## src/rtl/logic16_pkg.sv

```systemverilog
// Shared constants, op codes and result type for the 16-bit logic accumulator datapath.
package logic16_pkg;

  localparam int WIDTH = 16;

  localparam logic [2:0] OP_LOAD = 3'd0;
  localparam logic [2:0] OP_NOT  = 3'd1;
  localparam logic [2:0] OP_AND  = 3'd2;
  localparam logic [2:0] OP_OR   = 3'd3;
  localparam logic [2:0] OP_NAND = 3'd4;
  localparam logic [2:0] OP_NOR  = 3'd5;
  localparam logic [2:0] OP_XOR  = 3'd6;
  localparam logic [2:0] OP_CLR  = 3'd7;

  typedef struct packed {
    logic [WIDTH-1:0] data;
    logic             zr;
    logic             ng;
  } result_t;

  function automatic result_t make_result(input logic [WIDTH-1:0] data);
    result_t r;
    r.data = data;
    r.zr   = (data == '0);
    r.ng   = data[WIDTH-1];
    return r;
  endfunction

endpackage

```

## src/rtl/logic16_acc_if.sv

```systemverilog
// Command and result handshake bundle between a producer and the logic16 accumulator.
interface logic16_acc_if;
  import logic16_pkg::*;

  logic             in_valid;
  logic             in_ready;
  logic [2:0]       op;
  logic [WIDTH-1:0] b;
  logic             out_valid;
  logic             out_ready;
  logic [WIDTH-1:0] out;
  logic             zr;
  logic             ng;

  modport master (
    output in_valid, op, b, out_ready,
    input  in_ready, out_valid, out, zr, ng
  );

  modport slave (
    input  in_valid, op, b, out_ready,
    output in_ready, out_valid, out, zr, ng
  );

endinterface

```

## src/rtl/And16.sv

```systemverilog
// 16-bit bitwise AND gate array.
module And16 (
  input  logic [15:0] a,
  input  logic [15:0] b,
  output logic [15:0] out
);
  assign out = a & b;
endmodule

```

## src/rtl/Not16.sv

```systemverilog
// 16-bit bitwise inverter gate array.
module Not16 (
  input  logic [15:0] in,
  output logic [15:0] out
);
  assign out = ~in;
endmodule

```

## src/rtl/Or16.sv

```systemverilog
// 16-bit bitwise OR gate array.
module Or16 (
  input  logic [15:0] a,
  input  logic [15:0] b,
  output logic [15:0] out
);
  assign out = a | b;
endmodule

```

## src/rtl/logic16_core.sv

```systemverilog
// Combinational op function f(op, acc, b) assembled from the Not16/And16/Or16 gate arrays.
module logic16_core
  import logic16_pkg::*;
(
  input  logic [2:0]       op,
  input  logic [WIDTH-1:0] acc,
  input  logic [WIDTH-1:0] b,
  output logic [WIDTH-1:0] res
);

  logic [WIDTH-1:0] not_acc, and_ab, or_ab, nand_ab, nor_ab, xor_ab;

  Not16 u_not_acc (.in(acc), .out(not_acc));
  And16 u_and     (.a(acc), .b(b), .out(and_ab));
  Or16  u_or      (.a(acc), .b(b), .out(or_ab));
  Not16 u_nand    (.in(and_ab), .out(nand_ab));
  Not16 u_nor     (.in(or_ab), .out(nor_ab));
  // XOR is "either but not both": (a | b) & ~(a & b)
  And16 u_xor     (.a(or_ab), .b(nand_ab), .out(xor_ab));

  always_comb begin
    res = '0;
    case (op)
      OP_LOAD: res = b;
      OP_NOT:  res = not_acc;
      OP_AND:  res = and_ab;
      OP_OR:   res = or_ab;
      OP_NAND: res = nand_ab;
      OP_NOR:  res = nor_ab;
      OP_XOR:  res = xor_ab;
      default: res = '0;
    endcase
  end

endmodule

```

## src/rtl/logic16_acc.sv

```systemverilog
// Registered 16-bit bitwise accumulator with a valid/ready result buffer.
// Define LOGIC16_SKID_EN for a two-entry buffer with a registered in_ready.
module logic16_acc
  import logic16_pkg::*;
(
  input  logic        clk,
  input  logic        rst_n,
  logic16_acc_if.slave bus
);

  logic [WIDTH-1:0] acc_q, acc_d;
  logic [WIDTH-1:0] core_res;
  logic [WIDTH-1:0] head_q, head_d;
  logic             accept;
  logic             pop;
  result_t          head_res;

  logic16_core u_core (
    .op  (bus.op),
    .acc (acc_q),
    .b   (bus.b),
    .res (core_res)
  );

  assign accept = bus.in_valid && bus.in_ready;
  assign pop    = bus.out_valid && bus.out_ready;

  always_comb begin
    acc_d = acc_q;
    if (accept) acc_d = core_res;
  end

  always_ff @(posedge clk) begin
    if (!rst_n) acc_q <= '0;
    else        acc_q <= acc_d;
  end

`ifdef LOGIC16_SKID_EN
  logic [1:0]       count_q, count_d;
  logic [WIDTH-1:0] skid_q, skid_d;
  logic             full_q, full_d;

  // New results land in the head when it is free (or being freed), else in the skid slot
  always_comb begin
    count_d = count_q;
    head_d  = head_q;
    skid_d  = skid_q;
    case ({accept, pop})
      2'b10: begin
        if (count_q == 2'd0) head_d = core_res;
        else                 skid_d = core_res;
        count_d = count_q + 2'd1;
      end
      2'b01: begin
        if (count_q == 2'd2) head_d = skid_q;
        count_d = count_q - 2'd1;
      end
      2'b11: begin
        if (count_q == 2'd2) begin
          head_d = skid_q;
          skid_d = core_res;
        end else begin
          head_d = core_res;
        end
      end
      default: ;
    endcase
    full_d = (count_d == 2'd2);
  end

  always_ff @(posedge clk) begin
    if (!rst_n) begin
      count_q <= '0;
      head_q  <= '0;
      skid_q  <= '0;
      full_q  <= 1'b0;
    end else begin
      count_q <= count_d;
      head_q  <= head_d;
      skid_q  <= skid_d;
      full_q  <= full_d;
    end
  end

  assign bus.in_ready  = rst_n && !full_q;
  assign bus.out_valid = (count_q != 2'd0);
`else
  logic valid_q, valid_d;

  always_comb begin
    valid_d = valid_q;
    head_d  = head_q;
    if (accept) begin
      valid_d = 1'b1;
      head_d  = core_res;
    end else if (pop) begin
      valid_d = 1'b0;
    end
  end

  always_ff @(posedge clk) begin
    if (!rst_n) begin
      valid_q <= 1'b0;
      head_q  <= '0;
    end else begin
      valid_q <= valid_d;
      head_q  <= head_d;
    end
  end

  assign bus.in_ready  = rst_n && (!valid_q || bus.out_ready);
  assign bus.out_valid = valid_q;
`endif

  assign head_res = make_result(head_q);
  assign bus.out  = head_res.data;
  assign bus.zr   = head_res.zr;
  assign bus.ng   = head_res.ng;

endmodule

```

## src/flat_wrapper.sv

```systemverilog
// flat-port wrapper written by rule: the top's interface ports become plain ports
module logic16_acc_flat import logic16_pkg::*;
  (clk, rst_n, bus_in_valid, bus_op, bus_b, bus_out_ready, bus_in_ready, bus_out_valid, bus_out, bus_zr, bus_ng);
  logic16_acc_if bus_i ();
  input  logic clk;
  input  logic rst_n;
  input wire logic [$bits(bus_i.in_valid)-1:0] bus_in_valid;
  input wire logic [$bits(bus_i.op)-1:0] bus_op;
  input wire logic [$bits(bus_i.b)-1:0] bus_b;
  input wire logic [$bits(bus_i.out_ready)-1:0] bus_out_ready;
  output wire logic [$bits(bus_i.in_ready)-1:0] bus_in_ready;
  output wire logic [$bits(bus_i.out_valid)-1:0] bus_out_valid;
  output wire logic [$bits(bus_i.out)-1:0] bus_out;
  output wire logic [$bits(bus_i.zr)-1:0] bus_zr;
  output wire logic [$bits(bus_i.ng)-1:0] bus_ng;
  assign bus_i.in_valid = bus_in_valid;
  assign bus_i.op = bus_op;
  assign bus_i.b = bus_b;
  assign bus_i.out_ready = bus_out_ready;
  assign bus_in_ready = bus_i.in_ready;
  assign bus_out_valid = bus_i.out_valid;
  assign bus_out = bus_i.out;
  assign bus_zr = bus_i.zr;
  assign bus_ng = bus_i.ng;
  logic16_acc u_core (.clk(clk), .rst_n(rst_n), .bus(bus_i));
endmodule
```

## config.mk

```make
export PLATFORM = sky130hd
export DESIGN_NAME = logic16_acc_flat
export DESIGN_NICKNAME = d
export VERILOG_FILES = /design/src/rtl/logic16_pkg.sv /design/src/rtl/logic16_acc_if.sv /design/src/rtl/And16.sv /design/src/rtl/Not16.sv /design/src/rtl/Or16.sv /design/src/rtl/logic16_core.sv /design/src/rtl/logic16_acc.sv /design/src/flat_wrapper.sv
export SDC_FILE = /design/constraint.sdc
export NUM_CORES = 1
export LEC_CHECK = 0
export ABC_AREA = 1
export BUFFER_PORTS_ARGS = -buffer_cell sky130_fd_sc_hd__buf_4
export CAP_MARGIN = 20
export CORE_MARGIN = 1
export CORE_UTILIZATION = 40
export DETAILED_ROUTE_END_ITERATION = 16
export MAX_ROUTING_LAYER = met4
export PLACE_DENSITY = 0.61
export SLEW_MARGIN = 20
export SYNTH_ARGS = -nofsm -noshare
export SYNTH_HDL_FRONTEND = slang
export SYNTH_SLANG_ARGS = --single-unit
export TNS_END_PERCENT = 1
```

## constraint.sdc

```tcl
create_clock -name clk -period 1.9 [get_ports clk]
set_input_delay 0.095 -clock clk [delete_from_list [all_inputs] [get_ports clk]]
set_output_delay 0.095 -clock clk [all_outputs]
set_load 0.1 [all_outputs]
```

==> qor.txt <==
Design Area, Final - 2850 sq um
Leakage Power - 1.56 nW
maximum clock path buffer count - 2
Core Footprint - 5920 sq um
1st-pass router iterations - 4
number of nets in the final layout - 499
Port-buffer cells - 42
Clock Pin Slew Worst Setup and Hold Paths - 0.07 ns
Fmax - 0.611 GHz
vias post-DR - 2652
number of antenna-violating nets in the routed design - 0
clock tree from TritonCTS - done
start-to-end type of the worst setup path - register to output port
adder-cell area share of the yosys netlist - 16.3%
Clock H-tree levels - 1
DRC violation total after the first TritonRoute iteration - 100
Avg Cell Area, Syn - 5.87 sq um
slew at the pin closest to its max-slew limit - 0.543 ns
critical path fanouts, max - 5
global-route usage over all layers - 22.6%
largest area contributor in the synthesized netlist - sky130_fd_sc_hd__nand2_1
busiest grt layer - met2
count of yosys warnings during synthesis - 0
final clock skew - 0.00118 ns
starting utilization of the core area - 41.4%
met1 demand-to-capacity share in global routing - 29.0%
area overhead of the layout relative to synthesis - 16.3%
Max rail drop VDD - 0.471 mV
number of primary I/O pins - 43
post-DR wirelength/cell - 12.9 um
combined area of all synthesized cells - 2450 sq um
dominant combinational cell family by area after synthesis - simple AND/OR/NAND/NOR gates
Max Cap Violations - 0
total inserted antenna cells - 0
cells resized by post-CTS repair - 0
RSZ-0062 raised after global routing - no
fraction of synthesized area in multiplexers - 0%
Power Density - 470 nW/um^2
post-synth top area share - 17.4%
met2 routing resource usage after global routing - 39.1%
Placed Instances - 514
met3 Usage GRT - 2.39%
share of the clock period used by the worst path after layout - 86.1%
Tightest Hold Check Type - primary input to register
number of standard cells in the final layout excluding fillers - 518
gp weighted congestion - 0.813
post-synthesis compound-gate area fraction - 4.54%
worst-case register-to-register setup slack - 0.32 ns
CTS Root Cell - sky130_fd_sc_hd__clkbuf_8
arrival time at the worst endpoint - 1.54 ns
number of endpoints with negative hold slack in the final report - 0
leading cell type in the layout, fill and taps excluded - sky130_fd_sc_hd__nand2_1
mean number of vias per cell - 5.12
clock insertion delay at the later pin of the skew report - 0.25 ns
maximum number of pins on one net before global-route repair - 37
shortest clock period the worst path allows after layout - 1.64 ns
layout cell share with drive strength beyond 1 - 19.6%
number of placement rows - 28
detailed-route wire length - 6690 um
number of global-route vias before repair - 2395
die height - 80.3 um
number of cells produced by synthesis - 418
post-synthesis sequential area ratio - 13.9%
DP Wirelength - 4580 um
worst-case headroom to the max-slew limit - 63.7%
distinct cell type count after synthesis - 19
initial antenna violation count - 0
type of destination of the critical path - output port
total count of max-transition violations in the final report - 0
Filler Cells Inserted - 627
status - finished, final reports clean
Post-Syn Nets - 473
overall overflow remaining after global route - 0
simple-gate share of the synthesized area - 47.2%
post-detailed-placement cell area - 2810 sq um
data required time of the critical path - 1.80 ns
area share of xor/xnor cells in the synthesized design - 0%
Setup-failing EPs final - 0
global-route wire length before repair - 11300 um
Post-CTS Repair Setup Buffers - 0
cts-stage hold buffer count - 0
leading cell types in the layout, fill and taps excluded - sky130_fd_sc_hd__nand2_1 (114), sky130_fd_sc_hd__inv_1 (68), sky130_fd_sc_hd__nand4_1 (52)
Chip Width - 80.3 um
clk sink count - 17
total DRC errors in the routed layout - 0
type of origin of the critical path - register
CTS Buf Count - 3
most area-consuming cells after synthesis - sky130_fd_sc_hd__nand2_1 (17%), sky130_fd_sc_hd__ha_1 (16%), sky130_fd_sc_hd__dfxtp_1 (14%), sky130_fd_sc_hd__nand4_1 (13%), sky130_fd_sc_hd__inv_1 (10%)
Die Footprint - 6450 sq um
flop and latch count out of synthesis - 17
[report_power, final]
part	switching [W]	internal, W
Clock	0.000127	0.000146
Sequential	0.0000268	0.000372
Combinational	0.000480	0.000190
Total	0.000634	0.000708
[registers in the layout, indices dropped and copies added (netlist names)]
name,count
u_core.acc_q,16
u_core.bus.out_valid,1
[worst paths after layout]
| check | endpoint | from | depth (start not counted) |
|---|---|---|---|
| hold reg to reg | u_core.acc_q[1] | u_core.acc_q[1] | 2 |
| setup / recovery | bus_zr | u_core.acc_q[8] | 4 |
| hold / removal | u_core.bus.out_valid | bus_out_ready | 4 |
| setup reg to reg | u_core.acc_q[4] | u_core.bus.out_valid | 7 |
[worst max-delay path: stages, from the launching register on]
cell and delay (ns):
sky130_fd_sc_hd__dfxtp_4 0.36, sky130_fd_sc_hd__inv_1 0.10, sky130_fd_sc_hd__nand4_1 0.17, sky130_fd_sc_hd__nor4_4 0.32, sky130_fd_sc_hd__buf_4 0.33
[metrics by stage]
| stage | power, W | util, % | hold WS [ns] | setup TNS (ns) | worst slack, ns |
|---|---|---|---|---|---|
| final | 0.00134 | 48.2 | 0.110 | 0 | 0.264 |
| after global routing | 0.00143 | 48.2 | 0.126 | 0 | 0.136 |
| after floorplan | 0.000925 | - | 0.270 | -0.0196 | -0.0196 |
| after CTS | 0.00136 | 48.2 | 0.110 | 0 | 0.239 |
| after detailed placement | 0.00108 | 47.4 | 0.381 | 0 | 0.311 |
| after global placement | 0.00107 | 47.4 | 0.365 | 0 | 0.342 |
[cell usage after synthesis, drive strengths merged]
| master | count |
|---|---|
| nand3 | 32 |
| nor2 | 52 |
| nand2 | 117 |
| nand4 | 52 |
| ha | 32 |
| a21oi | 17 |
| inv | 71 |
| buf | 26 |
| dfxtp | 17 |
| clkbuf | 1 |
| nor4 | 1 |
[cell type report]
cell class,instances,area (sq um),share of cell area (%)
multi-input cells,303,1700,59.5
flip-flops and latches,17,389,13.6
repair buffers,48,360,12.6
inverters,71,267,9.35
well taps,75,93.8,3.29
clock buffers,3,41.3,1.45
clock inverters,1,5.00,0.176
[logic make-up (layout without fill, tap and decap cells)]
group / after synthesis / count (layout)
AND/OR/NAND/NOR: 254 / 254
adder cells (fa/ha/maj): 32 / 32
AO/OA/AOI/OAI: 17 / 17
flip-flops: 17 / 17
buffers and inverters: 98 / 123
[routing by layer]
| metal | routed length (um) | vias to the layer above | part of all wire [%] |
|---|---|---|---|
| li1 | - | 1391 | - |
| met1 | 3220 | 1207 | 48 |
| met2 | 3180 | 52 | 47 |
| met3 | 262 | 2 | 3.9 |
| met4 | 32 | 0 | 0.48 |
| met5 | 0 | - | 0 |
(Power assumes the default switching activity.)
